===== src/rtl/alu_sequencer_pkg.sv =====
// alu_sequencer_pkg: opcode mnemonics, sequencer states and PC width shared by the sequencer and its bench
package alu_sequencer_pkg;
   localparam int PC_W = 10;
   // KBRN and KHALT occupy two codes the ALU leaves unused; code 15 stays unassigned
   typedef enum logic [3:0] {
      KADD, KSUB, KAND, KOR, KXOR, KLSH, KRSH, KGET,
      KSET, KGETI, KSTR, KLOA, KLUT, KBRN, KHALT
   } op_mne;
   typedef enum logic [2:0] {S_IDLE, S_FETCH, S_DECODE, S_EXEC, S_MEM, S_DONE} seq_state_t;
endpackage


===== src/rtl/seq_regfile.sv =====
// seq_regfile: 8x8 register file, two async read ports, one sync write port
//   clk, rst_n           clock and async active-low clear of all registers
//   raddr_a/b, rdata_a/b combinational read ports
//   we, waddr, wdata     write port, takes effect on the rising edge
module seq_regfile
   import alu_sequencer_pkg::*;
(
   input  logic       clk,
   input  logic       rst_n,
   input  logic [2:0] raddr_a,
   output logic [7:0] rdata_a,
   input  logic [2:0] raddr_b,
   output logic [7:0] rdata_b,
   input  logic       we,
   input  logic [2:0] waddr,
   input  logic [7:0] wdata
);
   logic [7:0] regs_q [8];
   logic [7:0] regs_d [8];
   always_comb begin
      regs_d = regs_q;
      if (we) regs_d[waddr] = wdata;
   end
   always_ff @(posedge clk or negedge rst_n) begin
      if (!rst_n) regs_q <= '{default: 8'h00};
      else regs_q <= regs_d;
   end
   assign rdata_a = regs_q[raddr_a];
   assign rdata_b = regs_q[raddr_b];
endmodule


===== src/rtl/alu_sequencer.sv =====
// alu_sequencer: fetch/decode/execute sequencer driving an external ALU, instruction ROM and data RAM
//   clk, rst_n                    clock, async active-low reset
//   start / ack                   begin program at PC 0 / program reached KHALT
//   imem_addr, imem_data          instruction ROM (1-cycle read latency)
//   alu_op, alu_a, alu_b, alu_is_branch, alu_out, alu_branch   external ALU
//   dmem_addr, dmem_wdata, dmem_we, dmem_rdata                 data RAM (1-cycle read latency)
module alu_sequencer
   import alu_sequencer_pkg::*;
(
   input  logic            clk,
   input  logic            rst_n,
   input  logic            start,
   output logic            ack,
   output logic [PC_W-1:0] imem_addr,
   input  logic [8:0]      imem_data,
   output logic [3:0]      alu_op,
   output logic [7:0]      alu_a,
   output logic [7:0]      alu_b,
   output logic            alu_is_branch,
   input  logic [7:0]      alu_out,
   input  logic            alu_branch,
   output logic [7:0]      dmem_addr,
   output logic [7:0]      dmem_wdata,
   output logic            dmem_we,
   input  logic [7:0]      dmem_rdata
);
   seq_state_t      state_q, state_d;
   logic [PC_W-1:0] pc_q, pc_d, pc_inc, pc_br;
   logic [8:0]      ir_q, ir_d;
   logic            ack_q, ack_d;
   logic [7:0]      dmem_addr_q, dmem_addr_d;
   logic [3:0]      op;
   logic [2:0]      rs, rf_waddr;
   logic [7:0]      rs_val, r0_val, imm, rf_wdata;
   logic            exec, mem, alu_grp, rf_we;
   assign op      = ir_q[8:5];
   assign rs      = ir_q[2:0];
   assign imm     = {3'b000, ir_q[4:0]};
   assign exec    = state_q == S_EXEC;
   assign mem     = state_q == S_MEM;
   assign alu_grp = op <= KRSH;
   assign pc_inc  = pc_q + PC_W'(1);
   assign pc_br   = pc_q + {{(PC_W-5){ir_q[4]}}, ir_q[4:0]};
   seq_regfile u_rf (
      .clk    (clk),
      .rst_n  (rst_n),
      .raddr_a(rs),
      .rdata_a(rs_val),
      .raddr_b(3'd0),
      .rdata_b(r0_val),
      .we     (rf_we),
      .waddr  (rf_waddr),
      .wdata  (rf_wdata)
   );
   assign alu_op        = exec ? op : 4'd0;
   assign alu_a         = !exec ? 8'h00 : (alu_grp || op == KSET || op == KBRN) ? r0_val : (op == KLOA) ? rs_val : 8'h00;
   assign alu_b         = !exec ? 8'h00 : (alu_grp || op == KGET) ? rs_val : (op == KGETI) ? imm : (op == KSTR) ? r0_val : 8'h00;
   assign alu_is_branch = exec && op == KBRN;
   assign dmem_we       = exec && op == KSTR;
   assign dmem_wdata    = dmem_we ? alu_out : 8'h00;
   // the load address is captured in EXEC so it stays on the bus through MEM
   assign dmem_addr     = exec ? ((op == KSTR) ? rs_val : (op == KLOA) ? alu_out : 8'h00) : mem ? dmem_addr_q : 8'h00;
   assign dmem_addr_d   = dmem_addr;
   assign rf_we         = (exec && (alu_grp || op == KGET || op == KGETI || op == KSET)) || mem;
   assign rf_waddr      = (exec && op == KSET) ? rs : 3'd0;
   assign rf_wdata      = mem ? dmem_rdata : alu_out;
   assign ack           = ack_q;
   assign imem_addr     = pc_q;
   always_comb begin
      state_d = state_q;
      pc_d    = pc_q;
      ir_d    = ir_q;
      ack_d   = ack_q;
      case (state_q)
         S_IDLE, S_DONE: if (start) begin
            state_d = S_FETCH;
            pc_d    = '0;
            ack_d   = 1'b0;
         end
         S_FETCH: state_d = S_DECODE;
         S_DECODE: begin
            ir_d    = imem_data;
            state_d = S_EXEC;
         end
         S_EXEC: begin
            state_d = (op == KLOA) ? S_MEM : (op == KHALT) ? S_DONE : S_FETCH;
            ack_d   = op == KHALT;
            pc_d    = (op == KLOA || op == KHALT) ? pc_q : (op == KBRN && alu_branch) ? pc_br : pc_inc;
         end
         S_MEM: begin
            state_d = S_FETCH;
            pc_d    = pc_inc;
         end
         default: state_d = S_IDLE;
      endcase
   end
   always_ff @(posedge clk or negedge rst_n) begin
      if (!rst_n) begin
         state_q     <= S_IDLE;
         pc_q        <= '0;
         ir_q        <= '0;
         ack_q       <= 1'b0;
         dmem_addr_q <= '0;
      end else begin
         state_q     <= state_d;
         pc_q        <= pc_d;
         ir_q        <= ir_d;
         ack_q       <= ack_d;
         dmem_addr_q <= dmem_addr_d;
      end
   end
endmodule


===== config.mk =====
export PLATFORM = sky130hd
export DESIGN_NAME = alu_sequencer
export DESIGN_NICKNAME = d
export VERILOG_FILES = /design/src/rtl/alu_sequencer_pkg.sv /design/src/rtl/seq_regfile.sv /design/src/rtl/alu_sequencer.sv
export SDC_FILE = /design/constraint.sdc
export NUM_CORES = 1
export LEC_CHECK = 0
export BUFFER_PORTS_ARGS = -buffer_cell sky130_fd_sc_hd__buf_2
export CAP_MARGIN = 20
export CORE_ASPECT_RATIO = 1.4
export CORE_MARGIN = 10
export CORE_UTILIZATION = 52
export DETAILED_ROUTE_END_ITERATION = 7
export PLACE_DENSITY_LB_ADDON = 0.15
export SYNTH_ARGS = -nofsm -noshare
export SYNTH_HDL_FRONTEND = slang
export SYNTH_SLANG_ARGS = --single-unit

===== constraint.sdc =====
create_clock -name clk -period 1.9 [get_ports clk]
set_input_delay 0.19 -clock clk [delete_from_list [all_inputs] [get_ports clk]]
set_output_delay 0.19 -clock clk [all_outputs]
set_load 0.005 [all_outputs]

==> results of run 1 <==
-- final timing paths --
kind                                      from               to  slack (ps)
worst max-delay path                   ir_q[0]         alu_b[3]        -380
worst min-delay path              imem_data[5]          ir_q[5]          60
worst max register to register         ir_q[0]     imem_addr[8]        -310
worst min register to register  u_rf.regs_q[4]   u_rf.regs_q[4]         480
max in group asynchronous                rst_n  u_rf.regs_q[32]         920
min in group asynchronous                rst_n       state_q[2]         310
-- sequential cells by signal, indices dropped and copies added, names as in the netlist --
signal	count
imem_addr	10
u_rf.regs_q	64
state_q	3
dmem_addr_q	8
ir_q	9
ack	1
-- synthesized netlist by cell type, types with 8 or more instances --
cell type | count | area [um^2]
and2_1 | 13 | 81.3
nand2_1 | 55 | 206
a22oi_1 | 14 | 105
nand3_1 | 8 | 40.0
o21ai_0 | 63 | 315
mux4_2 | 16 | 360
mux2i_1 | 25 | 250
inv_1 | 18 | 67.6
nor2_1 | 49 | 184
ha_1 | 10 | 125
buf_2 | 13 | 65.1
a21oi_1 | 32 | 160
clkbuf_1 | 10 | 37.5
dfrtp_1 | 95 | 2380
xnor2_1 | 9 | 78.8
-- power groups by stage --
stage	combinational (mW)	clock, mW	sequential [mW]
6_report	7.17	1.82	3.25
5_1_grt	7.70	1.94	3.34
4_1_cts	6.51	1.85	3.23
3_5_place_dp	5.75	0	3.23
3_3_place_gp	5.62	0	3.18
2_1_floorplan	3.43	0	3.10
-- worst max-delay path: cells and delay by family, from the launching register on --
family                 cells  cell delay, ps
AOI/OAI and AO/OA          1             200
and+or+nand+nor            1              50
buffers and inverters      2             280
muxes                      2             760
DFF                        1             450
-- cells in the final DEF, fill, tap and decap left out, drive strengths merged, types with 3 or more instances in the layout --
master  netlist  layout
a211oi        5       5
a21oi        33      33
a22oi        14      14
and2         13      13
and4          3       3
buf          22     178
clkbuf       10      12
clkinv        0       4
dfrtp        95      95
ha           10      10
inv          18      18
mux2          7       7
mux2i        25      25
mux4         16      16
nand2        55      55
nand2b        5       5
nand3         8       8
nand4         3       3
nor2         49      49
nor2b         4       4
nor3          4       4
o211ai        4       4
o21a          6       6
o21ai        64      64
o221ai        3       3
o22a          4       4
o31ai         3       3
o32ai         4       4
or3           3       3
xnor2         9       9
xor2          3       3
-- kinds of logic after synthesis --
| family | after synthesis | share of synthesized area |
|---|---|---|
| flops | 95 | 0.448 |
| compound gates | 162 | 0.190 |
| mux | 48 | 0.130 |
| xor+xnor | 12 | 0.0198 |
| fa+ha+maj | 11 | 0.0273 |
| buf+inv | 50 | 0.0434 |
| simple gates | 157 | 0.142 |
-- through the flow --
stage / setup TNS (ps) / utilization / worst slack (ps)
2_1_floorplan: -999 / - / -45.8
3_3_place_gp: -2070 / 0.642 / -119
5_1_grt: -14520 / 0.727 / -448
3_5_place_dp: -3020 / 0.642 / -147
4_1_cts: -11180 / 0.705 / -399
6_report: -9350 / 0.727 / -378
-- routing by layer --
metal  routed length (um)  global-route usage
met1                 6280               0.240
met2                 9050               0.409
met3                  807              0.0494
met4                  605               0.107
met5                    0                   0
-- final cells by class --
class / instances / area, um^2 / area share
repair buffers: 180 / 1290 / 0.178
flip-flops and latches: 95 / 2380 / 0.329
clock buffers: 11 / 243 / 0.0336
clock inverters: 5 / 57.6 / 0.00796
multi-input cells: 390 / 3020 / 0.418
well taps: 135 / 169 / 0.0234
inverters: 18 / 72.6 / 0.0100
-- what timing repair did --
item / CTS / global route
setup endpoints to repair: 66 / 101
setup buffers: 7 / 12
cloned: 1 / 0
endpoints found under the hold margin: 27 / 0
resized for setup: 66 / 33
pin swaps: 18 / 10
hold buffers: 1 / 0
==> summary.md, run 1 <==
| Metric | Value |
|---|---|
| Final hold viol count | 0 |
| Maximum fanout along the worst path | 6 |
| DP Wirelength | 12,400 um |
| Die Wd | 105 um |
| Vias per cell | 5.83 |
| CP Capture Type | output pin |
| GPL Wtd Cong | 0.965 |
| Peak Freq | 439 MHz |
| R2r worst-path depth | 11 |
| Antenna Nets Post-Route | 0 |
| Non-filler instance count after layout | 834 |
| Vias in the first global route | 5,241 |
| WHS | 55.2 ps |
| Setup Skew | 9.68 ps |
| Status | complete, but fails checks |
| Clock power frac | 0.149 |
| Root buffer cell | clkbuf_16 |
| Clock Latency Late Sink | 340 ps |
| Routed vias | 4,866 |
| Switch share | 0.406 |
| Post-synthesis sequential area ratio | 0.448 |
| Cell area after synthesis | 5310 um^2 |
| Final Routed Wirelength | 16,700 um |
| Area post-placement | 6390 um^2 |
| Total GRT Usage | 0.226 |
| Layout net count | 734 |
| Slowest-stage cell, CP | mux4_2 |
| Largest net degree at the start of global routing | 48 |
| Slew headroom | 0.676 |
| Syn. warnings | 0 |
| Asr flop ratio synth | 1.00 |
| Core Box Area | 9950 um^2 |
| Final Max Tran Viols | 0 |
| Port bufs | 77 |
| Pwr dens | 1690 nW/um^2 |
| Clock-pin slew on the worst setup and hold paths | 70 ps |
| Fillers | 729 |
| Failing checks | setup timing |
| Cells after DPL | 799 |
| Final instance area | 7230 um^2 |
| Syn Area/Cell | 9.93 um^2 |
| Post-synth cell types | 57 |
| VDD IR max | 1.07 mV |
| ANT cells | 0 |
| Final global-route overflow total | 0 |
| WP data required | 1710 ps |
| Average wire per standard cell | 20.1 um |
| CP cell instances | buf_12 > mux4_2 > mux2i_4 > o22a_1 > nor2_2 > buf_2 |
| CTS Sinks | 95 |
| HP Class | input port to register |
| Fin crit period | 2280 ps |
| Sw power | 4.97 mW |
| # IOs | 78 |
| Yosys reg bits | 95 |
| Initial DRC Count | 281 |
| Number of remaining DRC errors | 0 |
| Initial antenna violation count | 0 |
| First-pass GRT wire length | 26,700 um |
| Final setup violating endpoints | 48 |
| Int Pwr | 7.28 mW |
| Max cap viols | 0 |
| Largest stage delay, worst path | 540 ps |
| Static Leak | 3.24 nW |
| Gate Count Post-Synth | 535 |
| Worst Tran Pin Value | 481 ps |
| Post-synth EDFFs | 0 |
| Area delta synth->final | 36.2% |
| Cell row count | 43 |
| Crit path kind | register to output pin |
| CTS max path bufs | 2 |
| Final worst slack | -378 ps |
| Vert. Die Dim | 140 um |
| Startpoint Class | register |
| TritonCTS clock tree | yes |
| CP arrival | 2090 ps |
| CTS buffer count | 9 |
| Drt pass-1 iters | 5 |
| Logic pwr share | 0.585 |
| Final Power | 12.2 mW |
| Commonest register cell after synthesis | dfrtp_1 |
| Sequential share of power | 0.266 |
| RSZ-0062 raised after global routing | true |
| Hold depth | 3 |
| Syn_nets | 575 |
| CTS H-tree depth | 3 |
| Final worst-path cycle share | 1.20 |
| Initial Util | 0.534 |
| Share of cells above drive strength 1 | 0.393 |
| Die area | 14,700 um^2 |
Note: power is estimated with default switching activity, not from simulation.
==> run 2, diff against run 1 <==
--- a/config.mk
+++ b/config.mk
@@ -7,9 +7,11 @@
 export LEC_CHECK = 0
 export BUFFER_PORTS_ARGS = -buffer_cell sky130_fd_sc_hd__buf_2
 export CAP_MARGIN = 20
+export CELL_PAD_IN_SITES_DETAIL_PLACEMENT = 0
+export CELL_PAD_IN_SITES_GLOBAL_PLACEMENT = 1
 export CORE_ASPECT_RATIO = 1.4
 export CORE_MARGIN = 10
-export CORE_UTILIZATION = 52
+export CORE_UTILIZATION = 40
 export DETAILED_ROUTE_END_ITERATION = 7
 export PLACE_DENSITY_LB_ADDON = 0.15
 export SYNTH_ARGS = -nofsm -noshare
==> summary.md, run 2 (synthesis gave the netlist of run 1 again) <==
| Metric | Value |
|---|---|
| Area delta synth->final | 41.5% |
| Layout net count | 750 (+2.2%) |
| Failing checks | setup timing |
| Pwr dens | 1650 nW/um^2 (-2.3%) |
| Number of remaining DRC errors | 0 (unchanged) |
| Largest register by flop count | u_rf.regs_q |
| Sw power | 4.95 mW (-0.35%) |
| Status | complete, but fails checks |
| Clock power frac | 0.154 (+0.005) |
| Area post-placement | 6500 um^2 (+1.7%) |
| Int Pwr | 7.48 mW (+2.8%) |
| Drt pass-1 iters | 5 (unchanged) |
| Core Box Area | 12,900 um^2 (+30%) |
| Vert. Die Dim | 156 um (+12%) |
| Initial DRC Count | 269 (-4.3%) |
| Final worst slack | -340 ps (+37.9 ps) |
| Die area | 18,300 um^2 (+25%) |
| Static Leak | 3.35 nW (+3.5%) |
| Commonest cells after routing, fill and taps aside | buf_4, dfrtp_1, buf_2, nand2_1 |
| Fin crit period | 2240 ps (-37.9 ps) |
| Clock-pin slew on the worst setup and hold paths | 70 ps (about the same) |
| CTS max path bufs | 2 (unchanged) |
| Slowest-stage cell, CP | mux4_2 |
| CP arrival | 2050 ps (-40 ps) |
| Vias per cell | 5.36 (-8.1%) |
| CTS H-tree depth | 3 (unchanged) |
| TritonCTS clock tree | yes |
| Max cap viols | 0 (unchanged) |
| Sequential share of power | 0.256 (-0.010) |
| CP Capture Type | output pin |
| Maximum fanout along the worst path | 13 (+7) |
| Most common cell after layout, fill and taps aside | buf_4 |
| Initial antenna violation count | 0 (unchanged) |
| Final instance area | 7510 um^2 (+3.9%) |
| GPL Wtd Cong | 0.866 (-10%) |
| Largest net degree at the start of global routing | 96 (+100%) |
| Root buffer cell | clkbuf_16 |
| Die Wd | 117 um (+11%) |
| WP data required | 1710 ps (about the same) |
| Startpoint Class | register |
| Crit path kind | register to output pin |
| CTS buffer count | 9 (unchanged) |
| Max FFs per register | 64 (unchanged) |
| Switch share | 0.398 (-0.00752) |
| Vias in the first global route | 5,012 (-4.4%) |
| Clock Latency Late Sink | 350 ps (about the same) |
| CTS Sinks | 95 (unchanged) |
| Setup Skew | 9.55 ps (-0.131 ps) |
| Peak Freq | 446 MHz (+1.7%) |
| Final setup violating endpoints | 41 (-15%) |
| Logic pwr share | 0.590 (+0.005) |
| Final Max Tran Viols | 0 (unchanged) |
| Place WS | -146 ps (+0.720 ps) |
| Routed vias | 4,787 (-1.6%) |
| First-pass GRT wire length | 27,300 um (+2.3%) |
| Buf/Inv on CP | 2 (unchanged) |
| Antenna Nets Post-Route | 0 (unchanged) |
| Total GRT Usage | 0.186 (-0.0399) |
| RSZ-0062 raised after global routing | true |
| CP top delay family | multiplexers |
| Final Routed Wirelength | 17,300 um (+3.5%) |
| # IOs | 78 (unchanged) |
| Average wire per standard cell | 19.4 um (-3.3%) |
| DP Wirelength | 12,700 um (+2.1%) |
| CP cell instances | buf_12 > mux4_2 > mux2i_4 > o22a_1 > nor2_1 > buf_2 |
| Largest stage delay, worst path | 570 ps (+30 ps) |
| Final worst-path cycle share | 1.18 (-0.0200) |
| Setup TNS Final | -8010 ps (+1340 ps) |
| Utilization after layout | 0.581 (-0.146) |
| Final hold viol count | 0 (unchanged) |
| Initial Util | 0.410 (-0.123) |
| Final global-route overflow total | 0 (unchanged) |
| Worst Tran Pin Value | 557 ps (+75.5 ps) |
| Cell row count | 49 (+14%) |
| HP Class | input port to register |
| Slew headroom | 0.629 (-0.0469) |
| Share of cells above drive strength 1 | 0.428 (+0.0346) |
| VDD IR max | 0.570 mV (-47%) |
| ANT cells | 0 (unchanged) |
| Port bufs | 77 (unchanged) |
run 2: cell types whose count changed in the layout (fill, tap and decap cells not counted), moves of 5 or more:
cell	delta
buf_6	+16
and2_1	-9
and2_4	+9
buf_2	-8
buf_4	+6
o21ai_1	+5
run 2: power by group through the flow:
stage	logic, mW	clock network, mW	registers, mW
after global placement	5.75	0	3.18
after global routing	7.94	2.02	3.27
after floorplan	3.43	0	3.10
after CTS	6.69	1.96	3.18
final	7.33	1.91	3.19
after detailed placement	5.84	0	3.21
run 2: repair_timing:
item	in CTS	in global routing
setup buffers	13	18
resized for setup	78	51
cloned	2	0
hold buffers	1	0
pin swaps	14	18
endpoints found under the hold margin	95	0
endpoints found under the setup margin	51	101
run 2: path summary, 6_finish.rpt:
kind / end / depth (start not counted) / startpoint / slack [ps]
worst min register to register: u_rf.regs_q[7] / 2 / u_rf.regs_q[7] / 480
worst max-delay path: alu_b[4] / 6 / ir_q[0] / -340
min in group asynchronous: state_q[1] / 3 / rst_n / 390
worst min-delay path: ir_q[5] / 3 / imem_data[5] / 50
max in group asynchronous: ir_q[0] / 3 / rst_n / 1020
worst max register to register: imem_addr[6] / 10 / ir_q[0] / -280
run 2: layer usage:
metal  track usage  vias to the layer above  part of all wire
li1              -                     2303                 -
met1         0.206                     2384              0.40
met2         0.352                       75              0.55
met3        0.0270                       25             0.025
met4        0.0669                        0             0.021
met5             0                        -                 0
run 2: final cells by class:
type	instances	area (um^2)
timing repair buffer	196	1500
inverter	18	72.6
tap	178	223
clock inverter	5	61.3
multi-input combinational	390	3020
fill	1149	5420
clock buffer	11	253
sequential	95	2380
run 2: worst register-to-register path, cell delays in order (launching register included):
cell,delay [ps]
dfrtp_2,430
buf_4,140
buf_6,110
ha_4,160
inv_2,60
fa_2,210
nor2b_2,50
o31a_1,330
o21a_1,200
o21a_1,190
o31ai_1,200
run 2: metrics by stage:
stage | std cells | total power [mW] | hold slack (ps)
after floorplan | 535 | 6.52 | -106
after global placement | 846 | 8.93 | 287
after detailed placement | 846 | 9.05 | 287
after CTS | 878 | 11.8 | 47.6
after global routing | 893 | 13.2 | 63.2
final | 893 | 12.4 | 54.3
==> run 3, diff against run 2 <==
--- a/config.mk
+++ b/config.mk
@@ -11,7 +11,7 @@
 export CELL_PAD_IN_SITES_GLOBAL_PLACEMENT = 1
 export CORE_ASPECT_RATIO = 1.4
 export CORE_MARGIN = 10
-export CORE_UTILIZATION = 40
+export CORE_UTILIZATION = 45
 export DETAILED_ROUTE_END_ITERATION = 7
 export PLACE_DENSITY_LB_ADDON = 0.15
 export SYNTH_ARGS = -nofsm -noshare
==> constraint.sdc (replaced) <==
create_clock -name clk -period 2.3 [get_ports clk]
set_input_delay 0.23 -clock clk [delete_from_list [all_inputs] [get_ports clk]]
set_output_delay 0.23 -clock clk [all_outputs]
set_load 0.005 [all_outputs]
==> summary.md, run 3 (synthesis gave the netlist of run 1 again) <==
| Metric | Value |
|---|---|
| Fillers | 1,038 (-9.7%) |
| ANT cells | 0 (unchanged) |
| Int Pwr | 5.13 mW (-31%) |
| Failing checks | setup timing |
| Share of cells above drive strength 1 | 0.303 (-0.125) |
| CTS max path bufs | 2 (unchanged) |
| Switch share | 0.412 (+0.0139) |
| # IOs | 78 (unchanged) |
| Most used cell, CP | nor2_1 |
| Peak Freq | 430 MHz |
| Max FFs per register | 64 (unchanged) |
| CP Launch Point | ir_q[0] |
| Final Power | 8.73 mW (-30%) |
| Slowest-stage cell, CP | mux4_2 |
| Pwr dens | 1340 nW/um^2 (-19%) |
| Vert. Die Dim | 149 um (-5.0%) |
| Crit Reg-Reg Startpoint | ir_q[0] |
| Final Max Tran Viols | 0 (unchanged) |
| Number of remaining DRC errors | 0 (unchanged) |
| CTS Sinks | 95 (unchanged) |
| HP Class | input port to register |
| Final hold viol count | 0 (unchanged) |
| Slew headroom | 0.694 (+0.0647) |
| Drt pass-1 iters | 5 (unchanged) |
| CP top delay family | multiplexers |
| Clock-pin slew on the worst setup and hold paths | 80 ps (about the same) |
| Area delta synth->final | 23.1% |
| Die Wd | 112 um (-4.7%) |
| CTS H-tree depth | 3 (unchanged) |
| Worst Min Path Start | imem_data[5] |
| Startpoint Class | register |
| Largest net degree at the start of global routing | 52 (-46%) |
| RSZ-0062 raised after global routing | true |
| Worst Tran Pin Value | 454 ps (-103 ps) |
| First-pass GRT wire length | 24,900 um (-8.9%) |
| Average wire per standard cell | 19.9 um (+2.5%) |
| Vias per cell | 5.67 (+5.8%) |
| Largest register by flop count | u_rf.regs_q |
| Total GRT Usage | 0.187 (+0.00125) |
| VDD IR max | 0.581 mV (+1.8%) |
| Initial Util | 0.464 (+0.0531) |
| Final worst-path cycle share | 1.01 |
| GPL Wtd Cong | 0.859 (-0.85%) |
| Die area | 16,600 um^2 (-9.5%) |
| Crit path kind | register to output pin |
| Routed vias | 4,481 (-6.4%) |
| Final setup violating endpoints | 2 (-95%) |
| Sequential share of power | 0.311 (+0.055) |
| Initial antenna violation count | 0 (unchanged) |
| WP data required | 2070 ps (+360 ps) |
| Port bufs | 77 (unchanged) |
| Sw power | 3.60 mW (-27%) |
| Vias in the first global route | 4,631 (-7.6%) |
| Final Routed Wirelength | 15,700 um (-9.3%) |
| Commonest cells after routing, fill and taps aside | dfrtp_1, buf_2, o21ai_0, nand2_1, nor2_1 |
| Status | complete, but fails checks |
| CTS buffer count | 9 (unchanged) |
| DP Wirelength | 12,000 um (-5.6%) |
| Maximum fanout along the worst path | 12 (-1) |
| Clock Latency Late Sink | 340 ps (about the same) |
| Static Leak | 2.89 nW (-14%) |
| Buf/Inv on CP | 2 (unchanged) |
| Root buffer cell | clkbuf_16 |
| Largest stage delay, worst path | 550 ps (-20 ps) |
| Max cap viols | 0 (unchanged) |
| Fin crit period | 2330 ps |
| Core Box Area | 11,500 um^2 (-11%) |
| Most common cell after layout, fill and taps aside | dfrtp_1 |
| Cell row count | 46 (-6.1%) |
| Initial DRC Count | 277 (+3.0%) |
| Setup Skew | 9.83 ps (+0.279 ps) |
| Clock power frac | 0.173 (+0.019) |
| Layout net count | 681 (-9.2%) |
| Logic pwr share | 0.516 (-0.074) |
| Final global-route overflow total | 0 (unchanged) |
| TritonCTS clock tree | yes |
| CP arrival | 2100 ps (+50 ps) |
| CP Capture Type | output pin |
| CP cell instances | buf_12 > mux4_2 > mux2i_4 > nor2_1 > a21oi_1 > nor2_1 > buf_2 |
| Place WS | 134 ps (+280 ps) |
| Antenna Nets Post-Route | 0 (unchanged) |
| Final worst slack | -25.8 ps (+314 ps) |
-- run 3: worst paths after layout --
| kind | end | slack, ps | cells past startpoint |
|---|---|---|---|
| hold / removal | ir_q[5] | 90 | 3 |
| hold reg to reg | u_rf.regs_q[10] | 480 | 2 |
| max in group asynchronous | u_rf.regs_q[54] | 1330 | 3 |
| setup reg to reg | imem_addr[8] | 120 | 9 |
| min in group asynchronous | ir_q[8] | 270 | 2 |
| setup / recovery | alu_b[1] | -30 | 7 |
-- run 3: worst register-to-register path, cell delays in order (launching register included) --
cell	delay (ps)
dfrtp_2	450
buf_4	150
ha_1	210
inv_1	100
fa_1	230
nor2b_2	60
o31a_1	280
o221ai_1	270
mux2i_1	220
o22ai_1	90
-- run 3: final cells by class --
| class | instances | area [um^2] | area share |
|---|---|---|---|
| tap | 144 | 180 | 0.0276 |
| clock buffer | 11 | 253 | 0.0387 |
| sequential | 95 | 2380 | 0.365 |
| timing repair buffer | 127 | 816 | 0.125 |
| multi-input combinational | 390 | 2790 | 0.426 |
| clock inverter | 5 | 46.3 | 0.00708 |
| inverter | 18 | 71.3 | 0.0109 |
-- run 3: repair_timing --
item	4_1_cts	5_1_grt
resized for setup	13	16
hold buffers	1	0
cloned	1	0
buffers inserted	3	0
endpoints found under the setup margin	28	31
hold endpoints to repair	11	0
pin swaps	1	0
-- run 3: power groups by stage --
stage	Sequential, mW	Combinational, mW	Clock [mW]
global placement	2.70	4.13	0
floorplan	2.56	2.83	0
finish	2.72	4.51	1.51
CTS	2.70	4.47	1.54
detailed placement	2.72	4.23	0
global route	2.79	4.92	1.62
-- run 3: metal layers --
layer | routed length (um) | global-route usage
met1 | 6230 | 0.205
met2 | 8530 | 0.350
met3 | 653 | 0.0314
met4 | 306 | 0.0670
met5 | 0 | 0
-- run 3: metrics by stage --
step	std cells	cell area, um^2	TNS (ps)	hold WS, ps	util
floorplan	535	5310	0	-65.6	-
global placement	770	6100	0	93.1	0.533
detailed placement	770	6100	0	94.9	0.533
CTS	791	6510	-118	80.4	0.568
global route	790	6540	-900	94.8	0.571
finish	790	6540	-26.5	88.6	0.571
